--- src/rtl/cpu_pkg.sv ---
// Shared definitions for the CPU pipeline: ALU opcodes, operand-source
// select encodings and the hardwired zero register number.
package cpu_pkg;

  localparam logic [4:0] ALU_ADD    = 5'd0;
  localparam logic [4:0] ALU_SUB    = 5'd1;
  localparam logic [4:0] ALU_AND    = 5'd2;
  localparam logic [4:0] ALU_OR     = 5'd3;
  localparam logic [4:0] ALU_XOR    = 5'd4;
  localparam logic [4:0] ALU_NOR    = 5'd5;
  localparam logic [4:0] ALU_SLL    = 5'd6;
  localparam logic [4:0] ALU_SRL    = 5'd7;   // SRA when combined with ALU_SIGNED
  localparam logic [4:0] ALU_SLT    = 5'd8;   // SLTS when combined with ALU_SIGNED
  localparam logic [4:0] ALU_EQ     = 5'd9;
  localparam logic [4:0] ALU_NE     = 5'd10;
  localparam logic [4:0] ALU_LEZ    = 5'd11;
  localparam logic [4:0] ALU_GTZ    = 5'd12;
  localparam logic [4:0] ALU_LTZ    = 5'd13;
  localparam logic [4:0] ALU_SIGNED = 5'h10;

  localparam logic SRC1_RS    = 1'b0;
  localparam logic SRC1_SHAMT = 1'b1;
  localparam logic SRC2_RT    = 1'b0;
  localparam logic SRC2_IMM   = 1'b1;

  localparam logic [4:0] REG_ZERO = 5'd0;

endpackage

--- src/rtl/fwd_mux.sv ---
// Three-way priority operand select: EX/MEM result first, then MEM/WB
// writeback data, then the value latched at ID/EX capture. Register 0
// is never forwarded.
module fwd_mux
  import cpu_pkg::*;
#(
  parameter int DATA_W  = 32,
  parameter int RADDR_W = 5
) (
  input  logic [RADDR_W-1:0] src_addr,
  input  logic [DATA_W-1:0]  latched,
  input  logic               exm_reg_write,
  input  logic [RADDR_W-1:0] exm_rd,
  input  logic [DATA_W-1:0]  exm_result,
  input  logic               mwb_reg_write,
  input  logic [RADDR_W-1:0] mwb_rd,
  input  logic [DATA_W-1:0]  mwb_data,
  output logic [DATA_W-1:0]  fwd
);

  // Youngest producer wins; fall back to the latched register value.
  always_comb begin
    fwd = latched;
    if (exm_reg_write && (exm_rd != RADDR_W'(REG_ZERO)) && (exm_rd == src_addr))
      fwd = exm_result;
    else if (mwb_reg_write && (mwb_rd != RADDR_W'(REG_ZERO)) && (mwb_rd == src_addr))
      fwd = mwb_data;
  end

endmodule

--- src/rtl/ex_operand_stage.sv ---
// ID/EX pipeline register with operand preparation: capture-time MEM/WB
// bypass, EX-time forwarding, load-use stall, flush bubbles and
// saturating stall/flush event counters.
module ex_operand_stage
  import cpu_pkg::*;
#(
  parameter int DATA_W  = 32,
  parameter int RADDR_W = 5,
  parameter int ALUOP_W = 5,
  parameter int CNT_W   = 16
) (
  input  logic               clk,
  input  logic               reset,
  input  logic               id_valid,
  input  logic [ALUOP_W-1:0] id_alu_op,
  input  logic [RADDR_W-1:0] id_rs_addr,
  input  logic [RADDR_W-1:0] id_rt_addr,
  input  logic [RADDR_W-1:0] id_rd_addr,
  input  logic [DATA_W-1:0]  id_rs_data,
  input  logic [DATA_W-1:0]  id_rt_data,
  input  logic [DATA_W-1:0]  id_imm,
  input  logic [4:0]         id_shamt,
  input  logic               id_src1_sel,
  input  logic               id_src2_sel,
  input  logic               id_uses_rs,
  input  logic               id_uses_rt,
  input  logic               id_reg_write,
  input  logic               id_mem_read,
  input  logic               id_mem_write,
  input  logic               id_mem_to_reg,
  input  logic               exm_reg_write,
  input  logic [RADDR_W-1:0] exm_rd,
  input  logic [DATA_W-1:0]  exm_result,
  input  logic               mwb_reg_write,
  input  logic [RADDR_W-1:0] mwb_rd,
  input  logic [DATA_W-1:0]  mwb_data,
  input  logic               flush,
  output logic               stall,
  output logic               ex_valid,
  output logic [ALUOP_W-1:0] alu_op,
  output logic [DATA_W-1:0]  alu_in1,
  output logic [DATA_W-1:0]  alu_in2,
  output logic [DATA_W-1:0]  ex_store_data,
  output logic [RADDR_W-1:0] ex_rd,
  output logic               ex_reg_write,
  output logic               ex_mem_read,
  output logic               ex_mem_write,
  output logic               ex_mem_to_reg,
  output logic [CNT_W-1:0]   stall_cnt,
  output logic [CNT_W-1:0]   flush_cnt
);

  logic [RADDR_W-1:0] rs_q, rt_q;
  logic [DATA_W-1:0]  rs_val_q, rt_val_q, imm_q;
  logic [4:0]         shamt_q;
  logic               src1_sel_q, src2_sel_q;
  logic               reg_write_q, mem_read_q, mem_write_q, mem_to_reg_q;
  logic               bubble;
  logic [DATA_W-1:0]  rs_cap, rt_cap, fwd_rs, fwd_rt;

  // Load-use hazard against the instruction now in EX; a flush overrides it.
  always_comb begin
    stall = id_valid && ex_valid && mem_read_q && (ex_rd != RADDR_W'(REG_ZERO)) &&
            ((id_uses_rs && (id_rs_addr == ex_rd)) || (id_uses_rt && (id_rt_addr == ex_rd))) &&
            !flush;
    bubble = stall || flush || !id_valid;
  end

  // Bypass the register file with the value being written back this cycle.
  always_comb begin
    rs_cap = id_rs_data;
    rt_cap = id_rt_data;
    if (mwb_reg_write && (mwb_rd != RADDR_W'(REG_ZERO)) && (mwb_rd == id_rs_addr))
      rs_cap = mwb_data;
    if (mwb_reg_write && (mwb_rd != RADDR_W'(REG_ZERO)) && (mwb_rd == id_rt_addr))
      rt_cap = mwb_data;
  end

  // ID/EX pipeline register; a bubble clears valid and every control bit.
  always_ff @(posedge clk) begin
    if (reset) begin
      ex_valid     <= 1'b0;
      alu_op       <= ALUOP_W'(ALU_ADD);
      rs_q         <= '0;
      rt_q         <= '0;
      ex_rd        <= '0;
      rs_val_q     <= '0;
      rt_val_q     <= '0;
      imm_q        <= '0;
      shamt_q      <= '0;
      src1_sel_q   <= SRC1_RS;
      src2_sel_q   <= SRC2_RT;
      reg_write_q  <= 1'b0;
      mem_read_q   <= 1'b0;
      mem_write_q  <= 1'b0;
      mem_to_reg_q <= 1'b0;
    end else begin
      ex_valid     <= !bubble;
      alu_op       <= id_alu_op;
      rs_q         <= id_rs_addr;
      rt_q         <= id_rt_addr;
      ex_rd        <= id_rd_addr;
      rs_val_q     <= rs_cap;
      rt_val_q     <= rt_cap;
      imm_q        <= id_imm;
      shamt_q      <= id_shamt;
      src1_sel_q   <= id_src1_sel;
      src2_sel_q   <= id_src2_sel;
      reg_write_q  <= !bubble && id_reg_write;
      mem_read_q   <= !bubble && id_mem_read;
      mem_write_q  <= !bubble && id_mem_write;
      mem_to_reg_q <= !bubble && id_mem_to_reg;
    end
  end

  // Saturating event counters.
  always_ff @(posedge clk) begin
    if (reset) begin
      stall_cnt <= '0;
      flush_cnt <= '0;
    end else begin
      if (stall && (stall_cnt != '1))
        stall_cnt <= stall_cnt + CNT_W'(1);
      if (flush && id_valid && (flush_cnt != '1))
        flush_cnt <= flush_cnt + CNT_W'(1);
    end
  end

  fwd_mux #(.DATA_W(DATA_W), .RADDR_W(RADDR_W)) u_fwd_rs (
    .src_addr(rs_q), .latched(rs_val_q),
    .exm_reg_write(exm_reg_write), .exm_rd(exm_rd), .exm_result(exm_result),
    .mwb_reg_write(mwb_reg_write), .mwb_rd(mwb_rd), .mwb_data(mwb_data),
    .fwd(fwd_rs)
  );

  fwd_mux #(.DATA_W(DATA_W), .RADDR_W(RADDR_W)) u_fwd_rt (
    .src_addr(rt_q), .latched(rt_val_q),
    .exm_reg_write(exm_reg_write), .exm_rd(exm_rd), .exm_result(exm_result),
    .mwb_reg_write(mwb_reg_write), .mwb_rd(mwb_rd), .mwb_data(mwb_data),
    .fwd(fwd_rt)
  );

  // Operand selection and control gating toward the ALU and EX/MEM.
  always_comb begin
    alu_in1       = (src1_sel_q == SRC1_SHAMT) ? {{(DATA_W-5){1'b0}}, shamt_q} : fwd_rs;
    alu_in2       = (src2_sel_q == SRC2_IMM) ? imm_q : fwd_rt;
    ex_store_data = fwd_rt;
    ex_reg_write  = ex_valid && reg_write_q;
    ex_mem_read   = ex_valid && mem_read_q;
    ex_mem_write  = ex_valid && mem_write_q;
    ex_mem_to_reg = ex_valid && mem_to_reg_q;
  end

endmodule

--- config.mk ---
export PLATFORM = sky130hd
export DESIGN_NAME = ex_operand_stage
export DESIGN_NICKNAME = d
export VERILOG_FILES = /design/src/rtl/cpu_pkg.sv /design/src/rtl/fwd_mux.sv /design/src/rtl/ex_operand_stage.sv
export SDC_FILE = /design/constraint.sdc
export NUM_CORES = 1
export LEC_CHECK = 0
export ABC_CLOCK_PERIOD_IN_PS = 3400
export CAP_MARGIN = 20
export CORE_UTILIZATION = 43
export DETAILED_ROUTE_END_ITERATION = 7
export PLACE_DENSITY = 0.81
export SLEW_MARGIN = 20
export SYNTH_ARGS = -nofsm -noshare
export SYNTH_HDL_FRONTEND = slang
export SYNTH_SLANG_ARGS = --single-unit
--- constraint.sdc ---
create_clock -name clk -period 3.4 [get_ports clk]
set_input_delay 0.68 -clock clk [delete_from_list [all_inputs] [get_ports clk]]
set_output_delay 0.68 -clock clk [all_outputs]
set_load 0.01 [all_outputs]
==> Implementation_results.wiki <==
{| class="wikitable"
! Metric !! Value
|-
| Actual slew at the worst max-slew pin || 736 ps
|-
| Number of cells on the worst hold path || 2
|-
| Post-DRT Antenna Nets || 0
|-
| Achievable Freq || 295 MHz
|-
| Number of I/O port buffers || 352
|-
| Antenna violations before repair || 0
|-
| Ranking of synthesized cells by instance count || nor2_1, dfxtp_1, nand2_1
|-
| Number of instances in the placed design || 1563
|-
| CTS H-Tree Depth || 4
|-
| Post-synthesis sequential area ratio || 0.390
|-
| Pin count of the biggest net entering global routing || 98
|-
| Worst min path class || reg -> reg
|-
| Worst path arrival time || 2710 ps
|-
| Final-report max-slew violation count || 0
|-
| Filler cell count || 1365
|-
| Largest area contributor in the netlist || dfxtp_1
|-
| Final weighted congestion in routability-driven placement || 0.942
|-
| Total GRT Usage || 0.350
|-
| Share of the clock period used by the worst path after layout || 0.997
|-
| EDFF count, synth || 0
|-
| Cell area power density || 375 nW/um^2
|-
| Number of design-rule violations left by the first detailed-router iteration || 647
|-
| Worst Hold Path EP || flush_cnt[5]$_SDFFE_PP0P_
|-
| Area enclosed by the die boundary || 19700 sq um
|-
| Setup Total Neg Slack || 0 ps
|-
| Clock tree from TritonCTS || done
|-
| Data required time at the worst endpoint || 2720 ps
|-
| Tmin final || 3390 ps
|-
| Root buffer cell || clkbuf_16
|-
| Leakage component of the power || 5.40 nW
|-
| RSZ-0062 raised after global routing || true
|-
| Total Nets Final || 1597
|-
| Net count after synthesis || 1196
|-
| Most used DFF post-synth || dfxtp_1
|-
| Vias in the first global route || 9376
|-
| # rows || 50
|-
| Kind of end point of the critical path || output port
|-
| Length in cells of the worst reg-to-reg path || 6
|-
| Share of cells above drive strength 1 || 0.214
|-
| Wire length of the first global-routing pass || 52600 microns
|-
| DRC errors left || 0
|-
| Number of vias per cell after detailed routing || 5.83
|-
| Final Hold Vio Count || 0
|-
| Chip Height || 140 microns
|-
| Synthesized flop and latch total || 160
|-
| Slack of the worst reg-to-reg path || 1010 ps
|-
| Width of the die || 140 microns
|-
| Standard cell core area || 18700 sq um
|-
| Maximum fanout count along the critical path || 7
|-
| Drt wl/cell || 21.8 microns
|-
| Cts bufs inserted || 17
|-
| Final Instance Count excl. Fillers || 1632
|-
| Number of failing setup endpoints in the final timing report || 0
|-
| Post-CTS Hold Fix Bufs || 0
|-
| Result of the run || finished, final reports clean
|-
| Initial standard-cell utilization of the core || 0.439
|-
| 1st-pass router iterations || 5
|-
| Post-route total power || 5.21 mW
|-
| Post-Synthesis Cell Area || 8220 sq um
|-
| Crit Reg-Reg Endpoint || stall_cnt[6]$_SDFFE_PP0P_
|-
| Count of boundary I/O pins || 353
|-
| HPWL after detailed placement || 23300 microns
|-
| Hold path startpoint || flush_cnt[5]$_SDFFE_PP0P_
|-
| Remaining max-slew budget at the tightest pin || 0.509
|-
| Number of sinks on the clock net || 160
|-
| Latest clock arrival within the worst-skew pair || 430 ps
|-
| Per-instance average area after synthesis || 8.35 sq um
|-
| Cells after Synth || 985
|-
| Reg2reg start || stall_cnt[0]$_SDFFE_PP0P_
|-
| Area Overhead vs Synth || 69.3%
|-
| Proportion of register bits with asynchronous set or reset after synthesis || 0
|-
| Number of unique standard cell types used by synthesis || 50
|-
| Clock transition at the registers of the reported paths || 60 ps
|-
| Most frequent cell after synthesis || nor2_1
|-
| Maximum root-to-sink buffer count || 2
|-
| Sum of routed wire length over all layers || 35600 microns
|-
| Number of max-capacitance violations reported || 0
|-
| Area share of the largest cell type after synthesis || 0.390
|-
| Vias post-DR || 9521
|-
| Area contributors post-synth || dfxtp_1, nor2_1, mux2i_1
|-
| Warnings, synthesis || 0
|-
| Setup CP Type || in -> out
|-
| Critical Path Start Type || input pin
|-
| Final clock skew || 11.0 ps
|-
| Max VDD drop || 0.000394 V
|-
| Post-layout util || 0.744
|-
| Total grt overflow || 0
|}
routing by layer:
metal,share of wire,GRT usage
met5,0,0
met4,0.055,0.220
met3,0.088,0.0844
met2,0.48,0.590
met1,0.37,0.398
through the flow:
stage	hold slack, ps	worst slack [ps]	cell area [sq um]
2_1_floorplan	508	332	8220
3_3_place_gp	475	-719	12400
3_5_place_dp	490	-687	12400
4_1_cts	503	-10.5	13900
5_1_grt	537	-27.3	13900
6_report	510	10.5	13900
final cells by class:
type | instances | area [sq um] | area share
multi-input cells | 734 | 5300 | 0.381
inverters | 12 | 45.0 | 0.00324
well taps | 234 | 293 | 0.0210
clock buffers | 20 | 457 | 0.0328
flip-flops and latches | 160 | 3210 | 0.230
repair buffers | 461 | 4430 | 0.319
diodes | 1 | 2.50 | 0.000180
clock inverters | 10 | 185 | 0.0133
power by group:
group / switching, mW / internal, mW
Sequential: 0.0580 / 1.96
Combinational: 0.499 / 0.584
Clock: 0.779 / 1.33
cell families (layout without fill, tap and decap cells):
logic type               Yosys count  after routing  share of synthesized area
adder cells (fa/ha/maj)            2              2                    0.00304
AO/OA/AOI/OAI                    165            165                      0.159
AND/OR/NAND/NOR                  454            454                      0.267
XOR/XNOR                          45             45                     0.0479
buffers and inverters             91            503                     0.0508
other                              0              1                          0
flip-flops                       160            160                      0.390
multiplexers                      68             68                     0.0833
sequential cells by signal, indices dropped and copies added (netlist names), 5 cells and up:
register	cells
alu_op	5
ex_rd	5
flush_cnt	16
imm_q	32
rs_q	5
rs_val_q	32
rt_q	5
rt_val_q	32
shamt_q	5
stall_cnt	16
critical path: stages:
cell and delay [ps]:
dlygate4sd2_1 250, or4_4 430, o21a_4 270, nand3_4 140, buf_12 150, buf_12 160, a221oi_4 90, o31ai_2 310
buf_2 210
placed cells by master, fill, tap and decap left out, types with 5 or more instances in the layout:
cell type	n
clkdlybuf4s50_1	245
nor2_1	166
dfxtp_1	158
nand2_1	100
buf_4	74
mux2i_1	65
nor2b_1	63
buf_2	45
o31ai_1	41
and3_1	30
xor2_1	25
a221oi_4	25
buf_12	20
xnor2_1	19
nand3_1	19
or4_1	19
a21oi_1	19
a311oi_1	18
clkbuf_2	18
dlygate4sd2_1	18
clkdlybuf4s15_1	18
clkbuf_16	17
inv_1	12
buf_6	10
o31ai_2	9
nand4_1	8
a311oi_2	8
and2_1	8
buf_16	7
nor2_2	6
a221oi_2	6
nor4_1	6
clkdlybuf4s15_2	6
o21ai_0	5
o21ba_2	5
bufinv_16	5
worst max-delay path by stage:
stage / to / cells past startpoint / startpoint
CTS: alu_in2[7] / 10 / mwb_rd[0]
detailed placement: alu_in1[31] / 7 / exm_rd[2]
global placement: alu_in1[31] / 9 / mwb_rd[0]
global route: alu_in2[20] / 9 / exm_rd[3]
floorplan: alu_in1[31] / 8 / mwb_rd[3]
finish: alu_in2[15] / 9 / mwb_rd[4]
repair_timing:
item / in CTS / in global routing
pin swaps: 26 / 17
gates cloned: 7 / 0
gates resized for setup: 383 / 61
setup endpoints to repair: 96 / 81
buffers inserted: 31 / 3
No activity file was read; power rests on OpenSTA's default activity.
